## src/rtl/axis_chunk_scheduler_pkg.sv

```systemverilog
// rtl/axis_chunk_scheduler_pkg.sv - shared types, defaults and helpers for the chunk scheduler
package axis_chunk_scheduler_pkg;

  typedef enum logic [1:0] {
    ST_IDLE  = 2'd0,
    ST_CALC  = 2'd1,
    ST_ISSUE = 2'd2,
    ST_DATA  = 2'd3
  } sched_state_t;

  localparam int BOUNDARY_BYTES_DEF = 4096;

  // ceil(log2(value)); constant-foldable so it can size localparams
  function automatic int clog2_int(input int value);
    int result;
    int v;
    result = 0;
    v = value - 1;
    while (v > 0) begin
      result = result + 1;
      v = v >> 1;
    end
    return result;
  endfunction

endpackage

```

## src/rtl/axis_chunk_scheduler_if.sv

```systemverilog
// rtl/axis_chunk_scheduler_if.sv - descriptor, crossbar address and data stream bundle
interface axis_chunk_scheduler_if #(
  parameter int DATA_WIDTH = 32,
  parameter int ADDR_WIDTH = 32,
  parameter int STRB_WIDTH = 4
);

  logic                  s_cmd_valid;
  logic                  s_cmd_ready;
  logic                  s_cmd_rnw;
  logic [ADDR_WIDTH-1:0] s_cmd_addr;
  logic [ADDR_WIDTH-1:0] s_cmd_bytes;

  logic                  m_avalid;
  logic                  m_aready;
  logic                  m_arnw;
  logic [ADDR_WIDTH-1:0] m_aaddr;
  logic [ADDR_WIDTH-1:0] m_abytes;

  logic                  s_wvalid;
  logic                  s_wready;
  logic [DATA_WIDTH-1:0] s_wdata;
  logic [STRB_WIDTH-1:0] s_wstrb;
  logic                  s_wlast;

  logic                  m_wvalid;
  logic                  m_wready;
  logic [DATA_WIDTH-1:0] m_wdata;
  logic [STRB_WIDTH-1:0] m_wstrb;
  logic                  m_wlast;

  logic                  m_rvalid;
  logic                  m_rready;
  logic [DATA_WIDTH-1:0] m_rdata;
  logic                  m_rlast;

  logic                  s_rvalid;
  logic                  s_rready;
  logic [DATA_WIDTH-1:0] s_rdata;
  logic                  s_rlast;

  logic                  busy;
  logic                  done;
  logic                  err;

  // scheduler view
  modport slave (
    input  s_cmd_valid, s_cmd_rnw, s_cmd_addr, s_cmd_bytes,
    output s_cmd_ready,
    output m_avalid, m_arnw, m_aaddr, m_abytes,
    input  m_aready,
    input  s_wvalid, s_wdata, s_wstrb, s_wlast,
    output s_wready,
    output m_wvalid, m_wdata, m_wstrb, m_wlast,
    input  m_wready,
    input  m_rvalid, m_rdata, m_rlast,
    output m_rready,
    output s_rvalid, s_rdata, s_rlast,
    input  s_rready,
    output busy, done, err
  );

  // requester plus crossbar view
  modport master (
    output s_cmd_valid, s_cmd_rnw, s_cmd_addr, s_cmd_bytes,
    input  s_cmd_ready,
    input  m_avalid, m_arnw, m_aaddr, m_abytes,
    output m_aready,
    output s_wvalid, s_wdata, s_wstrb, s_wlast,
    input  s_wready,
    input  m_wvalid, m_wdata, m_wstrb, m_wlast,
    output m_wready,
    output m_rvalid, m_rdata, m_rlast,
    input  m_rready,
    input  s_rvalid, s_rdata, s_rlast,
    output s_rready,
    input  busy, done, err
  );

endinterface

```

## src/rtl/axis_chunk_scheduler_size_calc.sv

```systemverilog
// rtl/axis_chunk_scheduler_size_calc.sv - min-of-three chunk sizer
module axis_chunk_size_calc
  import axis_chunk_scheduler_pkg::*;
#(
  parameter int ADDR_WIDTH      = 32,
  parameter int STRB_WIDTH      = 4,
  parameter int MAX_CHUNK_BYTES = 256,
  parameter int BOUNDARY_BYTES  = BOUNDARY_BYTES_DEF,
  parameter int BEAT_W          = 7
) (
  input  logic [ADDR_WIDTH-1:0] addr,
  input  logic [ADDR_WIDTH-1:0] remaining,
  output logic [ADDR_WIDTH-1:0] chunk,
  output logic [BEAT_W-1:0]     beats
);

  localparam logic [ADDR_WIDTH-1:0] MAX_C    = ADDR_WIDTH'(MAX_CHUNK_BYTES);
  localparam logic [ADDR_WIDTH-1:0] BOUND    = ADDR_WIDTH'(BOUNDARY_BYTES);
  localparam logic [ADDR_WIDTH-1:0] OFS_MASK = ADDR_WIDTH'(BOUNDARY_BYTES - 1);
  localparam int                    SHIFT    = clog2_int(STRB_WIDTH);

  logic [ADDR_WIDTH-1:0] to_bound;
  logic [ADDR_WIDTH-1:0] c_min;

  // smallest of remaining bytes, max chunk and bytes left before the boundary
  always_comb begin
    to_bound = BOUND - (addr & OFS_MASK);
    c_min    = remaining;
    if (MAX_C < c_min) begin
      c_min = MAX_C;
    end
    if (to_bound < c_min) begin
      c_min = to_bound;
    end
    chunk = c_min;
    beats = BEAT_W'(c_min >> SHIFT);
  end

endmodule

```

## src/rtl/axis_chunk_scheduler.sv

```systemverilog
// rtl/axis_chunk_scheduler.sv - splits descriptors into boundary-safe chunks and gates streams
module axis_chunk_scheduler
  import axis_chunk_scheduler_pkg::*;
#(
  parameter int DATA_WIDTH      = 32,
  parameter int ADDR_WIDTH      = 32,
  parameter int STRB_WIDTH      = 4,
  parameter int MAX_CHUNK_BYTES = 256,
  parameter int BOUNDARY_BYTES  = BOUNDARY_BYTES_DEF
) (
  input  logic                  aclk,
  input  logic                  resetn,
  axis_chunk_scheduler_if.slave bus
);

  localparam int BEATS_MAX = MAX_CHUNK_BYTES / STRB_WIDTH;
  localparam int BEAT_W    = clog2_int(BEATS_MAX) + 1;

  sched_state_t state_q, state_d;

  logic [ADDR_WIDTH-1:0] addr_q;
  logic [ADDR_WIDTH-1:0] rem_q;
  logic [ADDR_WIDTH-1:0] chunk_q;
  logic [BEAT_W-1:0]     beats_q;
  logic [BEAT_W-1:0]     beat_cnt_q;
  logic                  rnw_q;
  logic                  busy_q;
  logic                  done_q;
  logic                  err_q;

  logic [ADDR_WIDTH-1:0] calc_chunk;
  logic [BEAT_W-1:0]     calc_beats;

  logic in_data;
  logic cmd_fire;
  logic beat_fire;
  logic chunk_final;
  logic last_chunk;
  logic desc_final;
  logic err_event;

  axis_chunk_size_calc #(
    .ADDR_WIDTH      (ADDR_WIDTH),
    .STRB_WIDTH      (STRB_WIDTH),
    .MAX_CHUNK_BYTES (MAX_CHUNK_BYTES),
    .BOUNDARY_BYTES  (BOUNDARY_BYTES),
    .BEAT_W          (BEAT_W)
  ) u_size_calc (
    .addr      (addr_q),
    .remaining (rem_q),
    .chunk     (calc_chunk),
    .beats     (calc_beats)
  );

  // a beat is forwarded only in DATA and only on the descriptor's direction
  assign in_data     = (state_q == ST_DATA);
  assign cmd_fire    = bus.s_cmd_valid && (state_q == ST_IDLE);
  assign beat_fire   = in_data && (rnw_q ? (bus.s_wvalid && bus.m_wready)
                                         : (bus.m_rvalid && bus.s_rready));
  assign chunk_final = (beat_cnt_q == beats_q - BEAT_W'(1));
  assign last_chunk  = (rem_q == chunk_q);
  assign desc_final  = chunk_final && last_chunk;
  assign err_event   = rnw_q ? (bus.s_wlast != desc_final) : (bus.m_rlast != chunk_final);

  // state register
  always_ff @(posedge aclk) begin
    if (!resetn) begin
      state_q <= ST_IDLE;
    end else begin
      state_q <= state_d;
    end
  end

  // next-state logic
  always_comb begin
    state_d = state_q;
    case (state_q)
      ST_IDLE: begin
        if (cmd_fire && (bus.s_cmd_bytes != '0)) begin
          state_d = ST_CALC;
        end
      end
      ST_CALC: state_d = ST_ISSUE;
      ST_ISSUE: begin
        if (bus.m_aready) begin
          state_d = ST_DATA;
        end
      end
      ST_DATA: begin
        if (beat_fire && chunk_final) begin
          state_d = last_chunk ? ST_IDLE : ST_CALC;
        end
      end
      default: state_d = ST_IDLE;
    endcase
  end

  // descriptor progress, beat counter and status flags
  always_ff @(posedge aclk) begin
    if (!resetn) begin
      addr_q     <= '0;
      rem_q      <= '0;
      chunk_q    <= '0;
      beats_q    <= '0;
      beat_cnt_q <= '0;
      rnw_q      <= 1'b0;
      busy_q     <= 1'b0;
      done_q     <= 1'b0;
      err_q      <= 1'b0;
    end else begin
      done_q <= 1'b0;
      case (state_q)
        ST_IDLE: begin
          if (cmd_fire) begin
            addr_q <= bus.s_cmd_addr;
            rem_q  <= bus.s_cmd_bytes;
            rnw_q  <= bus.s_cmd_rnw;
            busy_q <= (bus.s_cmd_bytes != '0);
            done_q <= (bus.s_cmd_bytes == '0);
          end
        end
        ST_CALC: begin
          chunk_q    <= calc_chunk;
          beats_q    <= calc_beats;
          beat_cnt_q <= '0;
        end
        ST_DATA: begin
          if (beat_fire) begin
            if (chunk_final) begin
              beat_cnt_q <= '0;
              addr_q     <= addr_q + chunk_q;
              rem_q      <= rem_q - chunk_q;
              if (last_chunk) begin
                done_q <= 1'b1;
                busy_q <= 1'b0;
              end
            end else begin
              beat_cnt_q <= beat_cnt_q + BEAT_W'(1);
            end
          end
        end
        default: ;
      endcase
      if (beat_fire && err_event) begin
        err_q <= 1'b1;
      end
    end
  end

  // address request, stream gating and regenerated last flags
  always_comb begin
    bus.s_cmd_ready = (state_q == ST_IDLE);
    bus.m_avalid    = (state_q == ST_ISSUE);
    bus.m_arnw      = rnw_q;
    bus.m_aaddr     = addr_q;
    bus.m_abytes    = chunk_q;

    bus.m_wvalid    = bus.s_wvalid && in_data && rnw_q;
    bus.s_wready    = bus.m_wready && in_data && rnw_q;
    bus.m_wdata     = DATA_WIDTH'(bus.s_wdata);
    bus.m_wstrb     = bus.s_wstrb;
    bus.m_wlast     = in_data && rnw_q && chunk_final;

    bus.s_rvalid    = bus.m_rvalid && in_data && !rnw_q;
    bus.m_rready    = bus.s_rready && in_data && !rnw_q;
    bus.s_rdata     = DATA_WIDTH'(bus.m_rdata);
    bus.s_rlast     = in_data && !rnw_q && desc_final;

    bus.busy        = busy_q;
    bus.done        = done_q;
    bus.err         = err_q;
  end

endmodule

```

## src/flat_wrapper.sv

```systemverilog
// flat-port wrapper written by rule: the top's interface ports become plain ports
module axis_chunk_scheduler_flat import axis_chunk_scheduler_pkg::*;
#(
  parameter int DATA_WIDTH      = 32,
  parameter int ADDR_WIDTH      = 32,
  parameter int STRB_WIDTH      = 4,
  parameter int MAX_CHUNK_BYTES = 256,
  parameter int BOUNDARY_BYTES  = BOUNDARY_BYTES_DEF
)
  (aclk, resetn, bus_s_cmd_valid, bus_s_cmd_rnw, bus_s_cmd_addr, bus_s_cmd_bytes, bus_s_cmd_ready, bus_m_avalid, bus_m_arnw, bus_m_aaddr, bus_m_abytes, bus_m_aready, bus_s_wvalid, bus_s_wdata, bus_s_wstrb, bus_s_wlast, bus_s_wready, bus_m_wvalid, bus_m_wdata, bus_m_wstrb, bus_m_wlast, bus_m_wready, bus_m_rvalid, bus_m_rdata, bus_m_rlast, bus_m_rready, bus_s_rvalid, bus_s_rdata, bus_s_rlast, bus_s_rready, bus_busy, bus_done, bus_err);
  axis_chunk_scheduler_if #(.DATA_WIDTH(DATA_WIDTH), .ADDR_WIDTH(ADDR_WIDTH), .STRB_WIDTH(STRB_WIDTH)) bus_i ();
  input  logic aclk;
  input  logic resetn;
  input wire logic [$bits(bus_i.s_cmd_valid)-1:0] bus_s_cmd_valid;
  input wire logic [$bits(bus_i.s_cmd_rnw)-1:0] bus_s_cmd_rnw;
  input wire logic [$bits(bus_i.s_cmd_addr)-1:0] bus_s_cmd_addr;
  input wire logic [$bits(bus_i.s_cmd_bytes)-1:0] bus_s_cmd_bytes;
  output wire logic [$bits(bus_i.s_cmd_ready)-1:0] bus_s_cmd_ready;
  output wire logic [$bits(bus_i.m_avalid)-1:0] bus_m_avalid;
  output wire logic [$bits(bus_i.m_arnw)-1:0] bus_m_arnw;
  output wire logic [$bits(bus_i.m_aaddr)-1:0] bus_m_aaddr;
  output wire logic [$bits(bus_i.m_abytes)-1:0] bus_m_abytes;
  input wire logic [$bits(bus_i.m_aready)-1:0] bus_m_aready;
  input wire logic [$bits(bus_i.s_wvalid)-1:0] bus_s_wvalid;
  input wire logic [$bits(bus_i.s_wdata)-1:0] bus_s_wdata;
  input wire logic [$bits(bus_i.s_wstrb)-1:0] bus_s_wstrb;
  input wire logic [$bits(bus_i.s_wlast)-1:0] bus_s_wlast;
  output wire logic [$bits(bus_i.s_wready)-1:0] bus_s_wready;
  output wire logic [$bits(bus_i.m_wvalid)-1:0] bus_m_wvalid;
  output wire logic [$bits(bus_i.m_wdata)-1:0] bus_m_wdata;
  output wire logic [$bits(bus_i.m_wstrb)-1:0] bus_m_wstrb;
  output wire logic [$bits(bus_i.m_wlast)-1:0] bus_m_wlast;
  input wire logic [$bits(bus_i.m_wready)-1:0] bus_m_wready;
  input wire logic [$bits(bus_i.m_rvalid)-1:0] bus_m_rvalid;
  input wire logic [$bits(bus_i.m_rdata)-1:0] bus_m_rdata;
  input wire logic [$bits(bus_i.m_rlast)-1:0] bus_m_rlast;
  output wire logic [$bits(bus_i.m_rready)-1:0] bus_m_rready;
  output wire logic [$bits(bus_i.s_rvalid)-1:0] bus_s_rvalid;
  output wire logic [$bits(bus_i.s_rdata)-1:0] bus_s_rdata;
  output wire logic [$bits(bus_i.s_rlast)-1:0] bus_s_rlast;
  input wire logic [$bits(bus_i.s_rready)-1:0] bus_s_rready;
  output wire logic [$bits(bus_i.busy)-1:0] bus_busy;
  output wire logic [$bits(bus_i.done)-1:0] bus_done;
  output wire logic [$bits(bus_i.err)-1:0] bus_err;
  assign bus_i.s_cmd_valid = bus_s_cmd_valid;
  assign bus_i.s_cmd_rnw = bus_s_cmd_rnw;
  assign bus_i.s_cmd_addr = bus_s_cmd_addr;
  assign bus_i.s_cmd_bytes = bus_s_cmd_bytes;
  assign bus_s_cmd_ready = bus_i.s_cmd_ready;
  assign bus_m_avalid = bus_i.m_avalid;
  assign bus_m_arnw = bus_i.m_arnw;
  assign bus_m_aaddr = bus_i.m_aaddr;
  assign bus_m_abytes = bus_i.m_abytes;
  assign bus_i.m_aready = bus_m_aready;
  assign bus_i.s_wvalid = bus_s_wvalid;
  assign bus_i.s_wdata = bus_s_wdata;
  assign bus_i.s_wstrb = bus_s_wstrb;
  assign bus_i.s_wlast = bus_s_wlast;
  assign bus_s_wready = bus_i.s_wready;
  assign bus_m_wvalid = bus_i.m_wvalid;
  assign bus_m_wdata = bus_i.m_wdata;
  assign bus_m_wstrb = bus_i.m_wstrb;
  assign bus_m_wlast = bus_i.m_wlast;
  assign bus_i.m_wready = bus_m_wready;
  assign bus_i.m_rvalid = bus_m_rvalid;
  assign bus_i.m_rdata = bus_m_rdata;
  assign bus_i.m_rlast = bus_m_rlast;
  assign bus_m_rready = bus_i.m_rready;
  assign bus_s_rvalid = bus_i.s_rvalid;
  assign bus_s_rdata = bus_i.s_rdata;
  assign bus_s_rlast = bus_i.s_rlast;
  assign bus_i.s_rready = bus_s_rready;
  assign bus_busy = bus_i.busy;
  assign bus_done = bus_i.done;
  assign bus_err = bus_i.err;
  axis_chunk_scheduler #(.DATA_WIDTH(DATA_WIDTH), .ADDR_WIDTH(ADDR_WIDTH), .STRB_WIDTH(STRB_WIDTH), .MAX_CHUNK_BYTES(MAX_CHUNK_BYTES), .BOUNDARY_BYTES(BOUNDARY_BYTES)) u_core (.aclk(aclk), .resetn(resetn), .bus(bus_i));
endmodule
```

## config.mk

```make
export PLATFORM = sky130hd
export DESIGN_NAME = axis_chunk_scheduler_flat
export DESIGN_NICKNAME = d
export VERILOG_FILES = /design/src/rtl/axis_chunk_scheduler_pkg.sv /design/src/rtl/axis_chunk_scheduler_if.sv /design/src/rtl/axis_chunk_scheduler_size_calc.sv /design/src/rtl/axis_chunk_scheduler.sv /design/src/flat_wrapper.sv
export SDC_FILE = /design/constraint.sdc
export NUM_CORES = 1
export LEC_CHECK = 0
export ABC_AREA = 1
export CORE_AREA = 2 2 145 147
export DETAILED_ROUTE_END_ITERATION = 10
export DIE_AREA = 0 0 147 149
export PLACE_DENSITY = 0.83
export SLEW_MARGIN = 20
export SYNTH_ARGS = -nofsm -noshare
export SYNTH_HDL_FRONTEND = slang
export SYNTH_SLANG_ARGS = --single-unit
```

## constraint.sdc

```tcl
create_clock -name aclk -period 5.62 [get_ports aclk]
set_input_delay 1.686 -clock aclk [delete_from_list [all_inputs] [get_ports aclk]]
set_output_delay 1.686 -clock aclk [all_outputs]
set_load 0.02 [all_outputs]
```

==> impl_metrics.py <==
metrics = {
    "run_status": {
        "status": "finished clean",
    },
    "clock_tree": {
        "cts_max_level": 3,
        "root_buffer": "clkbuf_16",
        "cts.hold.buffers_added": 0,
        "ctsResizeCount": 0,
        "path_clk_slew_ns": 0.08,
        "clock_latency_ns": 0.37,
        "cts_setup_buffers": 0,
        "clock-sinks": 109,
        "cts_max_path_buffers": 2,
        "cts_tree": "done",
        "numCtsBuffers": 9,
    },
    "global_routing": {
        "gr-usage-met2_pct": 46.9,
        "grt_antenna_before_repair": 0,
        "overflow": 0,
        "gr-max-usage-layer": "met2",
        "gr-usage-met1_pct": 38.0,
        "grt_pass1_vias": 9692,
        "grt_pass1_wl_um": 49300,
        "grt_max_degree": 93,
        "use_met3_pct": 4.74,
        "grt_util_all_layers_pct": 28.0,
    },
    "timing": {
        "drv_slew": 0,
        "tightest_slew_ns": 0.980,
        "rsz0062_at_grt": "no",
        "max_slew_margin_pct": 34.6,
        "period_share_pct": 87.0,
        "clock.fmax_mhz": 205,
        "finalClockSkew_ns": 0.00866,
        "post-route-min-period_ns": 4.89,
        "setup-violations-final": 0,
        "fin_tns_setup_ns": 0,
        "finalHoldViolations": 0,
    },
    "synth": {
        "yosysSeqAreaShare_pct": 21.9,
        "synth-seq-cells": 109,
        "syn_avg_cell_area_um2": 6.15,
        "synth_edf_count": 0,
        "synthCells": 1620,
        "synth-main-ff-cell": "dfxtp_1",
        "synthDistinctLibCells": 46,
        "ys_warn_count": 0,
        "ys_async_sr_fraction_pct": 0,
        "synth_area_um2": 9960,
    },
    "worst_setup_path": {
        "crit_arrival_ns": 3.20,
        "cp.required_ns": 3.93,
        "worstSetupPathType": "reg -> out",
        "reg2reg_from": "u_core.rem_q[0]",
        "crit_path_end_kind": "output pin",
        "cp_max_fo": 6,
        "crit_start": "u_core.beats_q[4]",
        "start_kind": "flop",
    },
    "detailed_routing": {
        "wl_per_cell_um": 15.9,
        "drt-total-wl_um": 31300,
        "drc_errors": 0,
        "vias_per_cell": 5.40,
        "first_pass_iters": 5,
        "drtIter0Drc": 846,
        "vias": 10600,
        "drtAntennaViolNets": 0,
    },
    "place": {
        "numPortBuffers": 150,
        "dp_hpwl_um": 24200,
        "gp_congestion": 0.990,
        "placed_cell_area_um2": 11200,
    },
    "finish": {
        "nets": 1908,
        "diodes": 0,
        "design_area_um2": 11500,
        "drive_gt1_share_pct": 2.79,
        "syn_to_final_growth_pct": 15.2,
        "layout_commonest_cell": "nand2_1",
        "layout_common_cells": "nand2_1, nor2_1, inv_1, clkdlybuf4s50_1, a21oi_1",
    },
    "floorplan": {
        "die_w_um": 147,
        "dieHeight_um": 149,
        "dieArea_um2": 21900,
        "rows": 53,
        "initial_core_util_pct": 48.4,
        "io_pins": 287,
        "core-area_um2": 20600,
    },
    "pwr": {
        "peakVddDrop_uv": 340,
        "leakage_nw": 5.13,
        "power_density_nw_per_um2": 633,
    },
    "hold_path": {
        "hold_class": "reg -> reg",
        "hold_start": "u_core.bus.busy",
    },
    "job": {
        "cap_violations": 0,
    },
}
kinds of logic after synthesis:
logic type,synth area share [%]
AO/OA/AOI/OAI,16.4
XOR/XNOR,4.89
adder cells (fa/ha/maj),10.6
buffers and inverters,14.0
flip-flops,21.9
multiplexers,0.113
other,0.0377
AND/OR/NAND/NOR,32.0
report_power, final:
| group | internal [mW] | switching (mW) | leakage [nW] | total (mW) |
|---|---|---|---|---|
| Sequential | 1.02 | 0.301 | 0.893 | 1.32 |
| Clock | 0.346 | 0.325 | 0.138 | 0.671 |
| Combinational | 1.90 | 3.36 | 4.09 | 5.26 |
worst max-delay path: stages (launching register included):
cell and delay, ns:
dfxtp_1 0.49, inv_1 0.12, ha_1 0.38, nand2_1 0.08, nor2_1 0.22, inv_1 0.08
nor3_1 0.18, nand3_1 0.17, nand3b_1 0.29, nor3_1 0.18, clkdlybuf4s50_1 0.63
metal layers:
layer  vias up  wire length [um]
li1       5295                 -
met1      4840             14000
met2       404             14400
met3        47              2350
met4         0               559
met5         -                 0
sequential cells by signal (all words and copies together), names as in the netlist:
| signal | count |
|---|---|
| u_core.bus.err | 1 |
| u_core.rem_q | 32 |
| u_core.bus.m_abytes | 26 |
| u_core.beat_cnt_q | 7 |
| u_core.bus.busy | 1 |
| u_core.state_q | 2 |
| u_core.beats_q | 6 |
| u_core.bus.m_arnw | 1 |
| u_core.bus.done | 1 |
| u_core.bus.m_aaddr | 32 |
cells in the mapped netlist, types with 12 or more instances:
cell type / number / share of area [%]
nand2_1: 423 / 16
nor2_1: 197 / 7.4
inv_1: 179 / 6.7
a21oi_1: 137 / 6.9
dfxtp_1: 109 / 22
o21ai_0: 107 / 5.4
nand3_1: 86 / 4.3
ha_1: 81 / 10
buf_4: 71 / 5.4
xor2_1: 31 / 2.7
nor3_1: 30 / 1.5
clkbuf_1: 29 / 1.1
xnor2_1: 22 / 1.9
nand4_1: 12 / 0.75
path summary, 6_finish.rpt:
path / to / slack [ns] / cells past startpoint
worst min-delay path: u_core.bus.busy / 0.47 / 2
worst max register to register: u_core.rem_q[26] / 2.00 / 14
worst min register to register: u_core.bus.busy / 0.47 / 2
worst max-delay path: bus_s_rlast / 0.73 / 10
metrics by stage:
stage | cells | setup WS, ns | hold WS [ns] | utilization (%) | power [mW]
detailed placement | 1946 | 0.954 | 0.461 | 54.3 | 6.48
CTS | 1962 | 0.794 | 0.472 | 55.8 | 7.17
floorplan | 1623 | 1.72 | 0.458 | - | 5.12
finish | 1962 | 0.732 | 0.471 | 55.8 | 7.26
global placement | 1946 | 0.962 | 0.447 | 54.3 | 6.38
global route | 1962 | 0.559 | 0.506 | 55.8 | 7.91
layout make-up:
class	instances	area, um2
inverter	185	699
clock inverter	6	63.8
tap	275	344
timing repair buffer	157	1550
multi-input combinational	1220	6390
clock buffer	10	229
sequential	109	2180
fill	2067	9090
Power figures use the tool's default switching activity.
